===== src/rtl/hilo_mult_seq.sv =====
// Hi/Lo register pair with a 1-bit-per-cycle shift-add multiplier for the EX stage.
// Multiply: WIDTH CALC cycles + 1 FIX cycle; mthi/mtlo commit on the accept edge.
module hilo_mult_seq #(
  parameter int WIDTH = 32
) (
  input  logic             i_clk,
  input  logic             i_rst_n,
  input  logic             i_start,
  input  logic             i_rd_req,
  input  logic [4:0]       i_alu_ctl,
  input  logic [WIDTH-1:0] i_a,
  input  logic [WIDTH-1:0] i_b,
  output logic [WIDTH-1:0] o_hi,
  output logic [WIDTH-1:0] o_lo,
  output logic             o_busy,
  output logic             o_stall,
  output logic             o_done
);

  localparam int CW = (WIDTH > 1) ? $clog2(WIDTH) : 1;
  localparam logic [CW-1:0] LAST_CNT = CW'(WIDTH - 1);

  localparam logic [4:0] OP_MULT  = 5'b00101;
  localparam logic [4:0] OP_MULTU = 5'b01100;
  localparam logic [4:0] OP_MADD  = 5'b11010;
  localparam logic [4:0] OP_MSUB  = 5'b01101;
  localparam logic [4:0] OP_MTHI  = 5'b10001;
  localparam logic [4:0] OP_MTLO  = 5'b10011;

  typedef enum logic [1:0] {S_IDLE, S_CALC, S_FIX} state_t;

  state_t             r_state;
  state_t             w_state_nxt;
  logic [WIDTH-1:0]   r_hi;
  logic [WIDTH-1:0]   r_lo;
  logic [WIDTH-1:0]   r_mcand;
  logic [WIDTH-1:0]   r_mplier;
  logic [2*WIDTH-1:0] r_prod;
  logic [CW-1:0]      r_cnt;
  logic               r_sign;
  logic [4:0]         r_op;

  logic               w_is_mul;
  logic               w_is_signed;
  logic               w_idle;
  logic [WIDTH-1:0]   w_a_mag;
  logic [WIDTH-1:0]   w_b_mag;
  logic [2*WIDTH-1:0] w_pp;
  logic [2*WIDTH-1:0] w_prod_nxt;
  logic [2*WIDTH-1:0] w_p;
  logic [2*WIDTH-1:0] w_hilo;
  logic [2*WIDTH-1:0] w_commit;

  assign w_idle      = (r_state == S_IDLE);
  assign w_is_mul    = (i_alu_ctl == OP_MULT) || (i_alu_ctl == OP_MULTU) ||
                       (i_alu_ctl == OP_MADD) || (i_alu_ctl == OP_MSUB);
  assign w_is_signed = (i_alu_ctl != OP_MULTU);

  // Signed ops multiply magnitudes; the sign is reapplied in FIX.
  assign w_a_mag = (w_is_signed && i_a[WIDTH-1]) ? -i_a : i_a;
  assign w_b_mag = (w_is_signed && i_b[WIDTH-1]) ? -i_b : i_b;

  assign w_pp       = {{WIDTH{1'b0}}, r_mcand} << r_cnt;
  assign w_prod_nxt = r_mplier[0] ? (r_prod + w_pp) : r_prod;
  assign w_p        = r_sign ? -r_prod : r_prod;
  assign w_hilo     = {r_hi, r_lo};

  always_comb begin
    w_commit = w_p;
    case (r_op)
      OP_MADD: w_commit = w_hilo + w_p;
      OP_MSUB: w_commit = w_hilo - w_p;
      default: w_commit = w_p;
    endcase
  end

  always_ff @(posedge i_clk or negedge i_rst_n) begin
    if (!i_rst_n) begin
      r_state <= S_IDLE;
    end else begin
      r_state <= w_state_nxt;
    end
  end

  always_comb begin
    w_state_nxt = r_state;
    o_busy      = (r_state != S_IDLE);
    o_done      = 1'b0;
    case (r_state)
      S_IDLE: if (i_start && w_is_mul) w_state_nxt = S_CALC;
      S_CALC: if (r_cnt == LAST_CNT) w_state_nxt = S_FIX;
      S_FIX: begin
        o_done      = 1'b1;
        w_state_nxt = S_IDLE;
      end
      default: w_state_nxt = S_IDLE;
    endcase
  end

  assign o_stall = o_busy && (i_start || i_rd_req);

  always_ff @(posedge i_clk or negedge i_rst_n) begin
    if (!i_rst_n) begin
      r_hi     <= '0;
      r_lo     <= '0;
      r_mcand  <= '0;
      r_mplier <= '0;
      r_prod   <= '0;
      r_cnt    <= '0;
      r_sign   <= 1'b0;
      r_op     <= '0;
    end else begin
      case (r_state)
        S_IDLE: begin
          if (i_start) begin
            if (i_alu_ctl == OP_MTHI) begin
              r_hi <= i_a;
            end else if (i_alu_ctl == OP_MTLO) begin
              r_lo <= i_a;
            end else if (w_is_mul) begin
              r_mcand  <= w_a_mag;
              r_mplier <= w_b_mag;
              r_sign   <= w_is_signed && (i_a[WIDTH-1] ^ i_b[WIDTH-1]);
              r_op     <= i_alu_ctl;
              r_prod   <= '0;
              r_cnt    <= '0;
            end
          end
        end
        S_CALC: begin
          r_prod   <= w_prod_nxt;
          r_mplier <= r_mplier >> 1;
          r_cnt    <= r_cnt + 1'b1;
        end
        S_FIX: begin
          r_hi <= w_commit[2*WIDTH-1:WIDTH];
          r_lo <= w_commit[WIDTH-1:0];
        end
        default: ;
      endcase
    end
  end

  assign o_hi = r_hi;
  assign o_lo = r_lo;

endmodule


===== config.mk =====
export PLATFORM = sky130hd
export DESIGN_NAME = hilo_mult_seq
export DESIGN_NICKNAME = d
export VERILOG_FILES = /design/src/rtl/hilo_mult_seq.sv
export SDC_FILE = /design/constraint.sdc
export NUM_CORES = 1
export LEC_CHECK = 0
export BUFFER_PORTS_ARGS = -buffer_cell sky130_fd_sc_hd__buf_2
export CAP_MARGIN = 20
export CORE_MARGIN = 1.5
export CORE_UTILIZATION = 50
export CTS_BUF_LIST = sky130_fd_sc_hd__clkbuf_8
export DETAILED_ROUTE_END_ITERATION = 8
export PLACE_DENSITY = 0.76
export SLEW_MARGIN = 20
export SYNTH_ARGS = -nofsm -noshare
export SYNTH_HDL_FRONTEND = slang
export SYNTH_SLANG_ARGS = --single-unit

===== constraint.sdc =====
create_clock -name i_clk -period 7.9 [get_ports i_clk]
set_clock_uncertainty 0.05 [all_clocks]
set_input_delay 0.79 -clock i_clk [delete_from_list [all_inputs] [get_ports i_clk]]
set_output_delay 0.79 -clock i_clk [all_outputs]
set_load 0.05 [all_outputs]

Yosys cells after proc, flatten, opt, wreduce, memory -nomap -nowiden. Index checks and enable logic that the tools add are counted.

Register bits after elaboration: 205. Input port bits: 73. Output and inout bits: 67. Word-level logic and storage cells: 91.

Add/sub/neg operators: 7. Equal/unequal tests: 21. Shifts and indexed selects: 1. Muxes and demuxes: 31. Bitwise operators: 3. Reduce and logical (&&, ||, !) cells: 19.

Operators by type and width (count): 64-bit 2-to-1 mux (6); 32-bit 2-to-1 mux (11); 64-bit one-hot mux with 2 select lines (2); 32-bit one-hot mux with 2 select lines (3); 64-bit adder (2); 32-bit negator (2); 64-bit negator (1); 32-bit by 5-bit << shifter with 64-bit output (1); 64-bit subtractor (1); 5-bit equality test (second input constant) (5); 5-bit 2-to-1 mux (4); 5-bit by 4-bit equality test with 1-bit output (second input constant) (3); 2-bit inequality test (second input constant) (6); 5-bit one-hot mux with 2 select lines (1); 5-bit AND reduction (2); 2-bit by 1-bit inequality test with 1-bit output (second input constant) (3); 6-bit AND reduction (1); 2-bit nonzero test (3); 5-bit by 1-bit adder with 5-bit output (second input constant) (1); 5-bit by 3-bit equality test with 1-bit output (second input constant) (1); 1-bit logical AND (5); 5-bit by 4-bit inequality test with 1-bit output (second input constant) (1); 1-bit logical OR (4); 2-bit 2-to-1 mux (2); other kinds (10) (11).

Logic depth before layout (Yosys ltp). Gate-level depths: netlist (run 1).

Word-level depth: 9. Depth in mapped cells: 28. Gate-level depth less buffers: 24.

Worst setup path before layout (run 1). OpenSTA, ideal clock, no wires.

Path type: reg2reg. Start: register r_prod[0]. End: register r_hi[31] (netlist: o_hi[31]). Setup time: 0.104 ns. Arrival: 5.770 ns. Required time: 7.746 ns. Slack: 1.976 ns. Cell stages (with the launch flop): 27. Path buffers: 4. Clock period less this slack: 5.924 ns. Cell sequence: dfrtp_1 -> inv_1 -> ha_1 -> buf_2 -> or3b_1 -> buf_2 -> or4_1 -> a21oi_1 -> o2111a_1 -> and4b_1 -> clkbuf_1 -> nand4b_1 -> nor3b_1 -> nor2_1 -> xnor2_1 -> ha_1 -> clkbuf_1 -> nand2_1 -> a21oi_1 -> a221o_1 -> a2111oi_0 -> nor2_1 -> o21ai_0 -> o21ba_2 -> o2111ai_1 -> xnor2_1 -> a221oi_1.

Cells in the longest elaborated chain, start to end: 5. Elaborated cells on any way between the ends: 6. Those cells by class: add/sub (3); mux (3).

Ends and longest elaborated chain: start: declaration (RTL line 38) `logic [2*WIDTH-1:0] r_prod;`; start signal: assignment (RTL line 131) `r_prod <= w_prod_nxt;`; 64-bit negator (RTL line 65) `assign w_p = r_sign ? -r_prod : r_prod;`; 64-bit 2-to-1 mux * (RTL line 65); 64-bit subtractor or 64-bit adder (tied branches) (RTL line 72, 71); 64-bit one-hot mux with 2 select lines * (RTL line 70) `case (r_op)`; 32-bit one-hot mux with 2 select lines * (RTL line 113) `case (r_state)`; end signal: assignment (RTL line 117) `r_hi <= i_a;`; end signal: assignment (RTL line 136) `r_hi <= w_commit[2*WIDTH-1:WIDTH];`; end: declaration (RTL line 34) `logic [WIDTH-1:0] r_hi;`.

Mark *: on every way between the ends. The rest lies on a longest branch, timed or not. A chain may end at the register's enable or synchronous reset.

Worst setup path in the final report (run 1).
Start: register r_prod[0]. End: register r_hi[29] (netlist: o_hi[29]).

Same word-level chain as after synthesis.

==> flow_metrics.py, run 1 <==
metrics = {
    "timing": {
        "fin_crit_sh_pct": 92.9,
        "rsz0062_at_grt": "no",
        "fmax_mhz": 136,
        "drv_slew": 0,
        "setup_viol": 0,
        "min_period_ns": 7.34,
        "worstMarginPinSlew_ns": 1.07,
        "setup_tns_ns": 0,
        "relSlewSlack_pct": 28.2,
        "hold_viol_final": 0,
    },
    "synth": {
        "ys_dominant_reg_cell": "dfrtp_1",
        "ys_types": 90,
        "ys_async_sr_fraction_pct": 100,
        "synth_warnings": 0,
        "synthCells": 2880,
        "ys_seq_elements": 205,
        "synth.top_cell.area_share_pct": 23.2,
        "synth_fp_nets": 3086,
        "ys_seq_area_share_pct": 23.2,
        "syn_area_per_cell_um2": 7.68,
        "synth_area_um2": 22100,
        "yosysTopAreaCell": "dfrtp_1",
        "synth.area.top_cells": "dfrtp_1 (23%), ha_1 (7.4%), o21ai_0 (6.9%)",
        "synth_edf_count": 0,
    },
    "worst_setup_path": {
        "cp.required_ns": 8.36,
        "startpoint_type": "register",
        "crit_buf_inv": 1,
        "end_kind": "register",
        "crit_arrival_ns": 7.80,
        "critical_path.top_delay_family": "simple AND/OR/NAND/NOR gates",
        "crit_path_cell_trace": "inv_1, ha_1, nor3b_1, nand3_1, o41ai_1, xor2_1, nand3_1, nor2_1, nand3_1, nand2_1, xnor2_1, ha_1, nand3_1, nor3_1, a21oi_1, o21ai_0, a2111oi_0, nor2_1, o21ai_0, o21ba_2, o211a_1, or4_1, and3_1",
        "r2r-start": "r_prod[0]",
        "crit_start": "r_prod[0]",
        "worstSetupPathType": "register to register",
        "cp_max_fo": 10,
        "max_stage_delay_ns": 0.72,
        "cp_slowest_cell": "nor3b_1",
        "path_common_cell": "nand3_1",
    },
    "placement": {
        "dp.final_hpwl_um": 60900,
        "numPortBuffers": 139,
        "gp_congestion": 0.998,
        "place_area_um2": 23200,
    },
    "drt": {
        "firstDrtPassIters": 8,
        "drtIter0Drc": 2404,
        "antenna_left": 0,
        "drc": 0,
        "wirelength_um": 79500,
        "avgViaCountPerCell": 6.50,
        "vias": 23000,
        "avgRoutedWirePerCell_um": 22.5,
    },
    "die": {
        "rows": 76,
        "die_area_um2": 45500,
        "initial_core_util_pct": 51.0,
        "ioPinCount": 140,
        "core_area_um2": 43400,
        "die_h_um": 213,
        "fp.dieW_um": 213,
    },
    "flow_run": {
        "maxCapViolations": 0,
    },
    "clocking": {
        "clock-root-buffer": "clkbuf_8",
        "cts_resized": 0,
        "clk_pin_slew_ns": 0.06,
        "cts_tree": "built",
        "cts.htree.levels": 2,
        "clk_latency_ns": 0.62,
        "cts_setup_buffers": 0,
        "cts_made_buffers": 42,
        "cts.sinks": 205,
        "cts_max_path_buffers": 3,
        "hold_buffers": 0,
    },
    "layout": {
        "antenna_cells": 0,
        "fin_area_um2": 24100,
        "drive_gt1_share_pct": 11.4,
        "area_growth_pct": 8.89,
        "nNetsFinal": 3131,
        "layout.area.seq_um2": 5130,
        "multi_input_area_um2": 16200,
        "fillers": 4110,
    },
    "grt": {
        "groute.usage.overall_pct": 34.6,
        "grt_pass1_wl_um": 122000,
        "grt_pass1_vias": 21400,
        "overflow": 0,
        "grt_max_degree": 83,
        "antenna_found_initial": 0,
    },
    "outcome": {
        "status": "finished clean",
    },
    "hold_path": {
        "hold_class": "primary input to async pin",
    },
}
[cell families (layout without fill, tap and decap cells)]
kind of cell    after synthesis  after routing  synth area share (%)
mux                          92             92                  5.33
flops                       205            205                  23.2
buf+inv                     228            303                  3.97
xor+xnor                    290            290                  11.5
fa+ha+maj                   133            133                  7.59
simple gates                951            951                  20.7
compound gates              981            981                  27.7
[cell usage after synthesis, drive strengths merged (19+ instances only)]
| cell | n |
|---|---|
| a211oi | 42 |
| a21o | 85 |
| a21oi | 227 |
| a22oi | 29 |
| a31oi | 38 |
| and2 | 24 |
| and3 | 28 |
| buf | 25 |
| clkbuf | 141 |
| dfrtp | 205 |
| ha | 131 |
| inv | 62 |
| mux2 | 27 |
| mux2i | 47 |
| nand2 | 335 |
| nand2b | 19 |
| nand3 | 54 |
| nand4 | 33 |
| nor2 | 235 |
| nor2b | 29 |
| nor3 | 44 |
| nor4 | 32 |
| o211ai | 26 |
| o21ai | 309 |
| o21bai | 22 |
| o22ai | 25 |
| o31ai | 53 |
| o41ai | 22 |
| or2 | 23 |
| or3 | 44 |
| xnor2 | 149 |
| xor2 | 141 |
[placed cells by master, fill, tap and decap left out, types with 25 or more instances in the layout]
cell type / synthesis / layout
nor2b_1: 29 / 28
mux2_2: 27 / 27
ha_1: 131 / 131
and3_1: 28 / 28
o21ai_0: 305 / 304
xnor2_1: 149 / 149
dfrtp_1: 205 / 203
a21o_1: 85 / 85
nor2_1: 235 / 234
a31oi_1: 38 / 38
xor2_1: 141 / 141
or3_1: 44 / 44
nand4_1: 31 / 31
o31ai_1: 52 / 52
nor4_1: 26 / 26
a22oi_1: 29 / 29
o211ai_1: 25 / 25
inv_1: 61 / 68
clkbuf_8: 0 / 57
mux2i_1: 47 / 47
buf_2: 9 / 138
nor3_1: 43 / 43
buf_4: 1 / 27
nand3_1: 53 / 52
a211oi_1: 41 / 41
o22ai_1: 25 / 25
nand2_1: 334 / 334
a21oi_1: 227 / 227
[sequential cells by signal, indices dropped and copies added, names as in the netlist]
register and cells:
r_prod 64, r_mcand 32, r_state 2, r_op 5, r_cnt 5, r_sign 1
r_mplier 32, o_hi 32, o_lo 32
[worst register-to-register path: stages (launching register included)]
cell and delay, ns:
dfrtp_1 0.49, inv_1 0.12, ha_1 0.33, nor3b_1 0.72, nand3_1 0.20, o41ai_1 0.39, xor2_1 0.50, nand3_1 0.22
nor2_1 0.31, nand3_1 0.14, nand2_1 0.13, xnor2_1 0.09, ha_1 0.41, nand3_1 0.10, nor3_1 0.52, a21oi_1 0.14
o21ai_0 0.35, a2111oi_0 0.23, nor2_1 0.25, o21ai_0 0.26, o21ba_2 0.35, o211a_1 0.24, or4_1 0.47, and3_1 0.20
[stage by stage]
step / utilization [%] / worst slack, ns / instances / hold WS [ns]
2_1_floorplan: - / 1.98 / 2880 / 0.409
3_3_place_gp: 53.4 / 0.981 / 3465 / 0.425
3_5_place_dp: 53.4 / 0.739 / 3465 / 0.432
4_1_cts: 55.5 / 0.694 / 3539 / 0.153
5_1_grt: 55.6 / 0.0263 / 3540 / 0.201
6_report: 55.6 / 0.559 / 3540 / 0.155
[metal layers]
| metal | wire length, um | GRT usage [%] |
|---|---|---|
| met1 | 34500 | 48.0 |
| met3 | 7890 | 6.55 |
| met4 | 3810 | 15.8 |
| met2 | 33300 | 51.9 |
| met5 | 0 | 0 |
[path summary, 6_finish.rpt]
kind	end	slack, ns	cells after the start
worst max-delay path	o_hi[29]	0.56	23
worst min register to register	r_mplier[31]	0.44	1
worst max register to register	o_hi[29]	0.56	23
max in group asynchronous	o_hi[13]	6.20	2
worst min-delay path	r_mplier[7]	0.16	1
min in group i_clk	r_op[0]	0.40	3
[cell type report]
class | instances | share of cell area [%]
repair buffers | 167 | 3.85
clock buffers | 56 | 3.20
clock inverters | 18 | 0.592
flip-flops and latches | 205 | 21.3
multi-input cells | 2447 | 67.1
inverters | 62 | 0.966
well taps | 585 | 3.04
Power of run 1 is left out: the tool's default activity adds up to more than one toggle a clock period on the data nets, which glitch-free logic cannot reach.
==> inputs of run 2 (changes only) <==
Settings changed: BUFFER_PORTS_ARGS -buffer_cell sky130_fd_sc_hd__buf_2 to -buffer_cell sky130_fd_sc_hd__buf_4.
==> run 2 against run 1 <==
Effect of this change:
- die area unchanged
- utilization up 0.88 points
- maximum frequency down 0.43%
- global-route usage about the same
- cell area up 1.6%
- sequential share of layout area down 0.33 points
- sequential cell count unchanged
- first-iteration DRC count up 4.6%
- routed wire length down 0.27%
- register-to-register slack worse by 0.03 ns
- cell count about the same
- hold slack worse by 0.025 ns
- critical path type unchanged
==> flow_metrics.py, run 2 (synthesis results as in run 1) <==
metrics = {
    "clocking": {
        "cts.sinks": 205,
        "clk_pin_slew_ns": 0.06,
        "clock-root-buffer": "clkbuf_8",
        "cts_resized": 0,
        "cts_made_buffers": 43,
        "cts_tree": "built",
        "cts_setup_buffers": 0,
        "cts.htree.levels": 2,
        "cts_max_path_buffers": 3,
        "hold_buffers": 0,
        "clk_latency_ns": 0.65,
    },
    "hold_path": {
        "hold_class": "primary input to async pin",
    },
    "timing": {
        "setup_viol": 0,
        "worst_slack_ns": 0.527,
        "fmax_mhz": 136,
        "drv_slew": 0,
        "min_period_ns": 7.37,
        "fin_crit_sh_pct": 93.3,
        "rsz0062_at_grt": "no",
        "setup_tns_ns": 0,
        "worstMarginPinSlew_ns": 1.04,
        "relSlewSlack_pct": 30.2,
        "hold_viol_final": 0,
    },
    "die": {
        "initial_core_util_pct": 51.0,
        "ioPinCount": 140,
        "die_h_um": 213,
        "die_area_um2": 45500,
        "fp.dieW_um": 213,
        "core_area_um2": 43400,
        "rows": 76,
    },
    "placement": {
        "numPortBuffers": 139,
        "dp.final_hpwl_um": 60300,
        "place_ws_ns": 0.715,
        "gp_congestion": 1.05,
    },
    "grt": {
        "grt_pass1_wl_um": 122000,
        "overflow": 0,
        "antenna_found_initial": 1,
        "grt_max_degree": 75,
        "groute.usage.overall_pct": 34.5,
        "grt_pass1_vias": 21700,
    },
    "layout": {
        "layout_commonest_cell": "nand2_1",
        "largest_register_ffs": 64,
        "area_growth_pct": 10.6,
        "layout_common_cells": "nand2_1 (334), o21ai_0 (304), nor2_1 (234)",
        "nNetsFinal": 3128,
        "drive_gt1_share_pct": 11.4,
        "fillers": 4104,
        "regMostFlops": "r_prod",
    },
    "drt": {
        "firstDrtPassIters": 8,
        "antenna_left": 0,
        "drc": 0,
        "avgViaCountPerCell": 6.52,
        "wirelength_um": 79300,
        "top_layer": "met4",
        "avgRoutedWirePerCell_um": 22.4,
        "drtIter0Drc": 2515,
        "vias": 23100,
        "met1Wirelength_um": 33400,
        "wl_met3_um": 8940,
        "wl_met2_um": 33400,
    },
    "outcome": {
        "status": "finished clean",
    },
    "worst_setup_path": {
        "startpoint_type": "register",
        "cp.required_ns": 8.37,
        "worstSetupPathType": "register to register",
        "cp_max_fo": 10,
        "crit_arrival_ns": 7.84,
        "end_kind": "register",
    },
    "flow_run": {
        "maxCapViolations": 0,
    },
}
-- run 2: cell count changes in the layout (fill, tap and decap cells not counted), moves of 2 or more --
cell	delta
buf_2	-138
clkbuf_8	-6
clkinvlp_4	+2
buf_4	+135
clkinv_2	+2
bufinv_16	+4
inv_1	+3
diode_2	+2
-- run 2: metal layers --
layer  vias up  global-route usage, %
met2      1247                   51.6
met5         -                      0
met3       222                   8.73
li1      10700                      -
met4         0                   15.6
met1     10900                   46.9
-- run 2: cell type report --
type	count	area (um^2)	share of cell area [%]
clock buffer	50	688	2.81
multi-input combinational	2447	16200	66.0
sequential	205	5130	21.0
clock inverter	29	297	1.21
antenna	2	5.00	0.0204
tap	585	732	2.99
timing repair buffer	163	1230	5.03
inverter	62	233	0.951
-- run 2: per-stage QoR --
stage | instances | cell area [um^2] | util (%) | hold WS [ns]
2_1_floorplan | 2880 | 22100 | - | 0.409
3_3_place_gp | 3462 | 23500 | 54.2 | 0.424
3_5_place_dp | 3462 | 23500 | 54.2 | 0.439
4_1_cts | 3541 | 24500 | 56.4 | 0.150
5_1_grt | 3541 | 24500 | 56.4 | 0.175
6_report | 3543 | 24500 | 56.4 | 0.130
-- run 2: worst max-delay path, stage by stage, from the launching register on --
cell and delay [ns]:
dfrtp_1 0.49, inv_1 0.12, ha_1 0.31, nor3b_1 0.73, nand3_1 0.20, o41ai_1 0.33
xor2_1 0.47, nand3_1 0.22, nor2_1 0.41, nand3_1 0.15, nand2_1 0.14, xnor2_1 0.10
ha_1 0.42, nand3_1 0.13, nor3_1 0.53, a21boi_0 0.72, o2111ai_1 0.25, nand3_1 0.22
o211a_1 0.20, o21ai_0 0.24, a211oi_1 0.51, o2111ai_1 0.14, nor3b_1 0.16
-- run 2: final timing paths --
| check | from | end | cells past startpoint | slack [ns] |
|---|---|---|---|---|
| max | r_prod[0] | o_hi[28] | 22 | 0.53 |
| min | i_rst_n | r_mplier[7] | 1 | 0.13 |
| max reg2reg | r_prod[0] | o_hi[28] | 22 | 0.53 |
| min reg2reg | r_mplier[1] | r_mplier[0] | 2 | 0.46 |
| max in group asynchronous | i_rst_n | r_cnt[0] | 2 | 6.19 |
| min in group i_clk | i_alu_ctl[3] | r_op[3] | 3 | 0.37 |
Power of run 2 is left out for the same reason.
